**config.mk**
```make
export PLATFORM = sky130hd
export DESIGN_NAME = mdom_wvb_conf_shadow_flat
export DESIGN_NICKNAME = d
export VERILOG_FILES = /design/src/rtl/mdom_wvb_conf_shadow_if.sv /design/src/rtl/mdom_wvb_conf_shadow.sv /design/src/flat_wrapper.sv
export SDC_FILE = /design/constraint.sdc
export NUM_CORES = 2
export LEC_CHECK = 0
export BUFFER_PORTS_ARGS = -buffer_cell sky130_fd_sc_hd__clkbuf_2
export CORE_ASPECT_RATIO = 1.2
export CORE_MARGIN = 10
export CORE_UTILIZATION = 49
export DETAILED_ROUTE_END_ITERATION = 7
export PLACE_DENSITY = 0.72
export SYNTH_ARGS = -nofsm -noshare
export SYNTH_HDL_FRONTEND = slang
export SYNTH_SLANG_ARGS = --single-unit
```
**constraint.sdc**
```tcl
create_clock -name clk -period 75.8 [get_ports clk]
set_input_delay 3.79 -clock clk [delete_from_list [all_inputs] [get_ports clk]]
set_output_delay 3.79 -clock clk [all_outputs]
set_load 0.01 [all_outputs]
```
**src/rtl/mdom_wvb_conf_shadow_if.sv**
```systemverilog
// Config write bus into the waveform-buffer config shadow.
//   bundle       : packed config (cnst_conf, test_conf, post_conf, pre_conf,
//                  arm, trig_mode, cnst_run from LSB to MSB)
//   bundle_valid : one-cycle write strobe
//   chan_mask    : channels written by this strobe
// master drives the bus (register/command side), slave receives it.
interface mdom_wvb_conf_shadow_if #(
  parameter int unsigned N_CHAN = 24,
  parameter int unsigned BW     = 40
);
  logic [BW-1:0]     bundle;
  logic              bundle_valid;
  logic [N_CHAN-1:0] chan_mask;

  modport master (output bundle, output bundle_valid, output chan_mask);
  modport slave  (input  bundle, input  bundle_valid, input  chan_mask);
endinterface

```
**src/rtl/mdom_wvb_conf_shadow.sv**
```systemverilog
// Multi-channel double-buffered waveform-buffer config shadow.
// Each channel latches writes into a pending register and promotes them to
// the active register once its waveform buffer is idle; it also produces an
// arm strobe on promotion and a periodic constant-run trigger.
// Ports:
//   clk, rst     : clock, async active-high reset
//   cfg_bus      : write bus (bundle, bundle_valid, chan_mask), slave side
//   wvb_busy     : per-channel buffer capturing, blocks promotion
//   cnst_conf, test_conf, post_conf, pre_conf, trig_mode : active fields,
//                  channel 0 in LSBs
//   arm_pulse    : one-cycle arm strobe per channel
//   cnst_trig    : one-cycle constant-run trigger per channel
//   pending      : channel holds an unpromoted config
// Optional macro MDOM_WVB_CONF_READBACK_EN adds rd_chan / rd_bundle readback
// of the active config (arm bit reads 0, 1-cycle latency).
module mdom_wvb_conf_shadow #(
  parameter int unsigned N_CHAN = 24,
  parameter int unsigned CNST_W = 12,
  parameter int unsigned TEST_W = 12,
  parameter int unsigned POST_W = 8,
  parameter int unsigned PRE_W  = 5,
  localparam int unsigned BW    = CNST_W + TEST_W + POST_W + PRE_W + 3
) (
  input  logic                       clk,
  input  logic                       rst,
  mdom_wvb_conf_shadow_if.slave      cfg_bus,
  input  logic [N_CHAN-1:0]          wvb_busy,
  output logic [N_CHAN*CNST_W-1:0]   cnst_conf,
  output logic [N_CHAN*TEST_W-1:0]   test_conf,
  output logic [N_CHAN*POST_W-1:0]   post_conf,
  output logic [N_CHAN*PRE_W-1:0]    pre_conf,
  output logic [N_CHAN-1:0]          trig_mode,
  output logic [N_CHAN-1:0]          arm_pulse,
  output logic [N_CHAN-1:0]          cnst_trig,
  output logic [N_CHAN-1:0]          pending
`ifdef MDOM_WVB_CONF_READBACK_EN
  ,
  input  logic [$clog2(N_CHAN)-1:0]  rd_chan,
  output logic [BW-1:0]              rd_bundle
`endif
);

  typedef struct packed {
    logic              cnst_run;
    logic              trig_mode;
    logic              arm;
    logic [PRE_W-1:0]  pre;
    logic [POST_W-1:0] post;
    logic [TEST_W-1:0] test;
    logic [CNST_W-1:0] cnst;
  } cfg_t;

  // Active copy carries no arm bit: arm only ever exists as a pulse.
  typedef struct packed {
    logic              cnst_run;
    logic              trig_mode;
    logic [PRE_W-1:0]  pre;
    logic [POST_W-1:0] post;
    logic [TEST_W-1:0] test;
    logic [CNST_W-1:0] cnst;
  } act_t;

  typedef enum logic {S_IDLE = 1'b0, S_PEND = 1'b1} state_t;

  cfg_t              wr_cfg;
  state_t            state_q [N_CHAN];
  state_t            state_d [N_CHAN];
  logic [N_CHAN-1:0] wr_c;
  logic [N_CHAN-1:0] promote_c;
  cfg_t              pend_q  [N_CHAN];
  act_t              act_q   [N_CHAN];
  logic [CNST_W-1:0] cnt_q   [N_CHAN];

  assign wr_cfg = cfg_bus.bundle;

  // Per-channel state register.
  always_ff @(posedge clk or posedge rst) begin
    if (rst) begin
      for (int unsigned i = 0; i < N_CHAN; i++) state_q[i] <= S_IDLE;
    end else begin
      for (int unsigned i = 0; i < N_CHAN; i++) state_q[i] <= state_d[i];
    end
  end

  // Next state; a write in the promotion cycle wins and defers promotion.
  always_comb begin
    wr_c      = '0;
    promote_c = '0;
    for (int unsigned i = 0; i < N_CHAN; i++) begin
      state_d[i]   = state_q[i];
      wr_c[i]      = cfg_bus.bundle_valid & cfg_bus.chan_mask[i];
      promote_c[i] = (state_q[i] == S_PEND) && !wvb_busy[i] &&
                     !(cfg_bus.bundle_valid && cfg_bus.chan_mask[i]);
      if (cfg_bus.bundle_valid && cfg_bus.chan_mask[i]) begin
        state_d[i] = S_PEND;
      end else if (promote_c[i]) begin
        state_d[i] = S_IDLE;
      end
    end
  end

  // Pending/active registers, arm strobe and constant-run counters.
  always_ff @(posedge clk or posedge rst) begin
    if (rst) begin
      arm_pulse <= '0;
      cnst_trig <= '0;
      for (int unsigned i = 0; i < N_CHAN; i++) begin
        pend_q[i] <= '0;
        act_q[i]  <= '0;
        cnt_q[i]  <= '0;
      end
    end else begin
      for (int unsigned i = 0; i < N_CHAN; i++) begin
        if (wr_c[i]) pend_q[i] <= wr_cfg;
        arm_pulse[i] <= promote_c[i] & pend_q[i].arm;
        if (promote_c[i]) begin
          act_q[i].cnst_run  <= pend_q[i].cnst_run;
          act_q[i].trig_mode <= pend_q[i].trig_mode;
          act_q[i].pre       <= pend_q[i].pre;
          act_q[i].post      <= pend_q[i].post;
          act_q[i].test      <= pend_q[i].test;
          act_q[i].cnst      <= pend_q[i].cnst;
          cnt_q[i]           <= '0;
          cnst_trig[i]       <= 1'b0;
        end else if (!act_q[i].cnst_run) begin
          cnt_q[i]     <= '0;
          cnst_trig[i] <= 1'b0;
        end else if (cnt_q[i] == act_q[i].cnst) begin
          cnt_q[i]     <= '0;
          cnst_trig[i] <= 1'b1;
        end else begin
          cnt_q[i]     <= cnt_q[i] + CNST_W'(1);
          cnst_trig[i] <= 1'b0;
        end
      end
    end
  end

  // Flatten the active registers onto the output buses.
  always_comb begin
    cnst_conf = '0;
    test_conf = '0;
    post_conf = '0;
    pre_conf  = '0;
    trig_mode = '0;
    pending   = '0;
    for (int unsigned i = 0; i < N_CHAN; i++) begin
      cnst_conf[i*CNST_W +: CNST_W] = act_q[i].cnst;
      test_conf[i*TEST_W +: TEST_W] = act_q[i].test;
      post_conf[i*POST_W +: POST_W] = act_q[i].post;
      pre_conf[i*PRE_W +: PRE_W]    = act_q[i].pre;
      trig_mode[i]                  = act_q[i].trig_mode;
      pending[i]                    = (state_q[i] == S_PEND);
    end
  end

`ifdef MDOM_WVB_CONF_READBACK_EN
  // Registered readback; out-of-range channels read as zero.
  always_ff @(posedge clk or posedge rst) begin
    if (rst) begin
      rd_bundle <= '0;
    end else if (32'(rd_chan) < N_CHAN) begin
      rd_bundle <= {act_q[rd_chan].cnst_run, act_q[rd_chan].trig_mode, 1'b0,
                    act_q[rd_chan].pre, act_q[rd_chan].post,
                    act_q[rd_chan].test, act_q[rd_chan].cnst};
    end else begin
      rd_bundle <= '0;
    end
  end
`endif

endmodule

```
**src/flat_wrapper.sv**
```systemverilog
// flat-port wrapper written by rule: the top's interface ports become plain ports
module mdom_wvb_conf_shadow_flat 
#(
  parameter int unsigned N_CHAN = 24,
  parameter int unsigned CNST_W = 12,
  parameter int unsigned TEST_W = 12,
  parameter int unsigned POST_W = 8,
  parameter int unsigned PRE_W  = 5,
  localparam int unsigned BW    = CNST_W + TEST_W + POST_W + PRE_W + 3
)
  (clk, rst, wvb_busy, cnst_conf, test_conf, post_conf, pre_conf, trig_mode, arm_pulse, cnst_trig, pending, cfg_bus_bundle, cfg_bus_bundle_valid, cfg_bus_chan_mask);
  mdom_wvb_conf_shadow_if #(.N_CHAN(N_CHAN), .BW((40))) cfg_bus_i ();
  input  logic clk;
  input  logic rst;
  input  logic [N_CHAN-1:0] wvb_busy;
  output logic [N_CHAN*CNST_W-1:0] cnst_conf;
  output logic [N_CHAN*TEST_W-1:0] test_conf;
  output logic [N_CHAN*POST_W-1:0] post_conf;
  output logic [N_CHAN*PRE_W-1:0] pre_conf;
  output logic [N_CHAN-1:0] trig_mode;
  output logic [N_CHAN-1:0] arm_pulse;
  output logic [N_CHAN-1:0] cnst_trig;
  output logic [N_CHAN-1:0] pending;
  input wire logic [$bits(cfg_bus_i.bundle)-1:0] cfg_bus_bundle;
  input wire logic [$bits(cfg_bus_i.bundle_valid)-1:0] cfg_bus_bundle_valid;
  input wire logic [$bits(cfg_bus_i.chan_mask)-1:0] cfg_bus_chan_mask;
  assign cfg_bus_i.bundle = cfg_bus_bundle;
  assign cfg_bus_i.bundle_valid = cfg_bus_bundle_valid;
  assign cfg_bus_i.chan_mask = cfg_bus_chan_mask;
  mdom_wvb_conf_shadow #(.N_CHAN(N_CHAN), .CNST_W(CNST_W), .TEST_W(TEST_W), .POST_W(POST_W), .PRE_W(PRE_W)) u_core (.clk(clk), .rst(rst), .cfg_bus(cfg_bus_i), .wvb_busy(wvb_busy), .cnst_conf(cnst_conf), .test_conf(test_conf), .post_conf(post_conf), .pre_conf(pre_conf), .trig_mode(trig_mode), .arm_pulse(arm_pulse), .cnst_trig(cnst_trig), .pending(pending));
endmodule
```
# Word level (Yosys, flattened, before mapping)
# Index checks and enable logic that the tools add are counted.
dict set report word_totals {
  register_bits 2256
  input_bits 91
  out_inout_bits 984
  wordCells 794
}
dict set report classes {
  addsub 24
  eq_ne 24
  n_mux 192
  bitwise_logic 48
  reduce_logical 144
}
# cell count
set op_table {}
lappend op_table {{$mux W12} 72}
lappend op_table {{$add A12 B1 Y12 const B} 24}
lappend op_table {{$eq A12 B12 Y1} 24}
lappend op_table {{$mux W1} 120}
lappend op_table {{$logic_and A1 B1 Y1} 72}
lappend op_table {{$and A1 B1 Y1} 48}
lappend op_table {{$logic_not A1 Y1} 48}
lappend op_table {{$reduce_bool A2 Y1} 24}

# Longest topological paths before layout
dict set report depth {
  word_depth 5
  mapped_depth 7
  mapped_depth_nobuf 5
}

# Least setup slack after synthesis
# Ideal clock, no wire load.
dict set report synth_timing {
  kind {input port to flip-flop}
  startpoint {input port cfg_bus_bundle_valid}
  endpoint {register u_core.act_q (netlist bit u_core.cnst_conf[264])}
  setup_time_ps 128
  arrival_ps 4856
  t_required_ps 75672
  path_slack_ps 70816
  path_stages 6
  path_cell_list {buf_4 buf_6 nand2_4 nand3b_2 buf_2 mux2_1}
}
dict set report synth_via {
  elab_chain_cells 3
}
# item line_no
set synth_rtl {}
lappend synth_rtl {{from (decl)} flat_wrapper.sv:25} ;# input wire logic [$bits(cfg_bus_i.bundle_valid)-1:0] cfg_bus_bundle_valid;
lappend synth_rtl {{$logic_and A1 B1 Y1} mdom_wvb_conf_shadow.sv:93} ;# !(cfg_bus.bundle_valid && cfg_bus.chan_mask[i]);
lappend synth_rtl {{$logic_not A1 Y1} mdom_wvb_conf_shadow.sv:93}
lappend synth_rtl {{$logic_and A1 B1 Y1} mdom_wvb_conf_shadow.sv:92} ;# promote_c[i] = (state_q[i] == S_PEND) && !wvb_busy[i] &&
lappend synth_rtl {{to (decl)} mdom_wvb_conf_shadow.sv:71} ;# act_t act_q [N_CHAN];
# Every way passes these cells.
# A chain may end at the register's enable or synchronous reset.

==> impl_metrics.py <==
metrics = {
    "floorplanning": {
        "die_h_um": 507,
        "core_um2": 196000,
        "io-pin-count": 1075,
        "dieArea_um2": 216000,
        "die_x_um": 426,
        "placement_rows": 178,
        "initial_core_util_pct": 49.3,
    },
    "pwr": {
        "swShare_pct": 30.5,
        "share_comb_of_total_power_pct": 20.4,
        "pwr-share-clk_pct": 32.9,
        "p_switching_mw": 1.06,
        "power_leakage_nw": 46.5,
        "pwr-share-seq_pct": 46.8,
        "peakVddDrop_mv": 0.0254,
        "p_per_area_nw_per_um2": 33.1,
        "fin_total_pwr_mw": 3.48,
        "cellInternalPower_mw": 2.42,
    },
    "synth": {
        "syn_avg_cell_area_um2": 13.8,
        "netlist_instances": 7015,
        "ys_seq_area_share_pct": 58.3,
        "syn-num-nets": 7130,
        "synth_top_area_share_pct": 58.3,
        "syn_area_um2": 96800,
        "ys_warn_count": 0,
        "yosysTopAreaCell": "dfrtp_1",
        "synthTopCellsByArea": "dfrtp_1 58%, mux2_2 13%, mux2_1 8.6%",
        "async_flop_share_pct": 100,
        "synthFlopType": "dfrtp_1",
        "synth.ff_latch_count": 2256,
        "ys_types": 30,
        "synth_edf_count": 0,
    },
    "placed_design": {
        "hpwlAfterDp_um": 179000,
        "dp.cells": 9504,
        "numPortBuffers": 1074,
        "gp_congestion": 0.864,
    },
    "cts": {
        "holdBufCountCts": 0,
        "cts_tree": "yes",
        "h-tree-depth": 4,
        "ctsResizeCount": 0,
        "path_clk_slew_ns": 0.06,
        "clkLatencyLatePin_ns": 0.89,
        "post-cts-setup-buffers": 0,
        "cts_buffers": 216,
        "clock_sinks": 2256,
        "clock_path_buffers": 3,
        "cts.root.buffer_cell": "clkbuf_16",
    },
    "cells_and_area": {
        "nets": 7228,
        "fillers": 16200,
        "final_layout_size_suffix_gt1_share_pct": 37.2,
        "utilization_pct": 53.6,
        "area_growth_pct": 8.65,
        "final_cells": 9914,
        "layout_commonest_cell": "dfrtp_1",
        "layout_common_cells": "2256 x dfrtp_1, 1132 x mux2_2, 1073 x clkbuf_2, 740 x mux2_1, 450 x xnor2_1",
    },
    "route": {
        "drt_iter0_drc": 3903,
        "detail_route.wl_per_cell_um": 27.0,
        "drc_errors": 0,
        "dr.pass1.iters": 7,
        "finalWirelength_um": 267000,
        "via_per_inst": 5.46,
        "ant_nets": 0,
        "vias": 54100,
    },
    "timing": {
        "holdWs_ns": 0.428,
        "final_hold_viol_count": 0,
        "slew_headroom_pct": 6.76,
        "report.final.slew_viol_count": 0,
        "rsz0062_at_grt": "no",
        "fin_crit_sh_pct": 13.9,
        "skew_ns": 0.0665,
        "fmax_mhz": 95.0,
        "worst_slew_pin_slew_ns": 1.39,
        "post-route-min-period_ns": 10.53,
        "finalSetupViolations": 0,
        "tns_ns": 0,
    },
    "setup_path": {
        "reg2reg_slack_ns": 73.44,
        "rr_worst_depth": 4,
        "critical_path.max_fanout": 106,
        "cp-start-kind": "primary input",
        "worstPathCellList": "clkbuf_2 -> inv_8 -> buf_4 -> buf_4 -> buf_4 -> buf_4 -> buf_4 -> buf_4 -> buf_4 -> buf_4",
        "worstPathArrival_ns": 11.37,
        "slowest_delay_ns": 0.93,
        "cp_slowest_cell": "buf_4",
        "required_ns": 76.64,
        "path_class": "primary input to asynchronous set/reset pin",
        "worstReg2RegEnd": "u_core.cnst_trig[12]",
        "critical_path.most_common_cell": "buf_4",
        "rr_startpoint": "u_core.cnt_q[137]",
        "cp-end-kind": "asynchronous set/reset pin",
    },
    "min_path": {
        "whs_path_depth": 1,
        "min_to": "u_core.test_conf[198]",
        "min-delay-start": "u_core.pend_q[298]",
        "holdCritPathClass": "flip-flop to flip-flop",
    },
    "global_routing": {
        "grt_max_degree": 181,
        "grt_pass1_vias": 57100,
        "overflow": 0,
        "grt_first_pass_wirelength_um": 390000,
        "antenna_found_initial": 22,
        "track_usage_pct": 24.3,
    },
    "run_status": {
        "run_status": "finished, final reports clean",
    },
    "job": {
        "drv_cap": 0,
    },
}
-- worst max-delay path by stage --
| stage | endpoint | start | slack (ns) |
|---|---|---|---|
| after floorplan | u_core.act_q[116] | rst | 8.26 |
| after global placement | u_core.cnst_conf[195] | rst | 64.32 |
| after detailed placement | u_core.cnst_conf[192] | rst | 64.08 |
| after CTS | u_core.cnst_conf[197] | rst | 65.01 |
| after global routing | u_core.cnst_conf[197] | rst | 64.14 |
| final | u_core.pend_q[285] | rst | 65.27 |
-- Yosys cell counts, types with 4 or more instances --
cell type,instances
and3_1,24
xor2_1,54
nor3_2,7
o21ai_0,24
nor4_1,51
nor2_1,107
nor3_1,285
dfrtp_1,2256
mux2i_1,24
clkbuf_2,12
nand4_1,120
nand2_1,127
buf_4,956
nand3_1,114
nor3b_1,24
nand3b_4,19
nand3b_1,4
inv_1,94
buf_2,232
nand2_4,20
mux2_2,1132
a21oi_1,24
xnor2_1,450
clkbuf_1,84
mux2_1,740
ha_1,24
-- power groups by stage --
stage               logic, mW  clock network (mW)  registers (mW)
floorplan               0.617                   0            1.59
CTS                     0.721                1.16            1.63
global route            0.764                1.21            1.66
global placement        0.703                   0            1.63
finish                  0.709                1.14            1.63
detailed placement      0.717                   0            1.65
-- through the flow --
stage | setup WS, ns | area (um^2)
3_3_place_gp | 64.32 | 97500
5_1_grt | 64.14 | 105000
3_5_place_dp | 64.08 | 97500
2_1_floorplan | 8.26 | 96800
6_report | 65.27 | 105000
4_1_cts | 65.01 | 105000
-- critical path, delay by kind of cell --
family                 cells  cell delay (ns)
buffers and inverters     10             7.17
-- layout make-up --
cell class | instances | area, um^2 | area share, %
Tap cell | 2610 | 3270 | 3.10
Sequential cell | 2256 | 56500 | 53.7
Clock buffer | 326 | 6520 | 6.20
Clock inverter | 78 | 1190 | 1.14
Timing Repair Buffer | 1166 | 6080 | 5.78
Multi-Input combinational cell | 3379 | 31300 | 29.8
Inverter | 94 | 360 | 0.342
Antenna cell | 5 | 12.5 | 0.0119
-- per-layer routing --
metal / share of wire, % / wire, um / GRT usage, %
met1: 39 / 104000 / 29.2
met2: 48 / 128000 / 39.8
met3: 8.5 / 22700 / 7.64
met4: 4.8 / 13000 / 10.8
met5: 0.0041 / 11 / 0
-- registers in the layout, summed over array words and instances (netlist names) --
register,cells
u_core.act_q,24
u_core.arm_pulse,24
u_core.cnst_conf,288
u_core.cnst_trig,24
u_core.cnt_q,288
u_core.pend_q,960
u_core.pending,24
u_core.post_conf,192
u_core.pre_conf,120
u_core.test_conf,288
u_core.trig_mode,24
-- cell families after synthesis --
family	count (synthesis)	synth area share, %
simple gates	907	5.19
mux	1896	22.0
buf+inv	1380	9.38
flops	2256	58.3
xor+xnor	504	4.56
compound gates	48	0.248
fa+ha+maj	24	0.310
(Power assumes the default switching activity.)
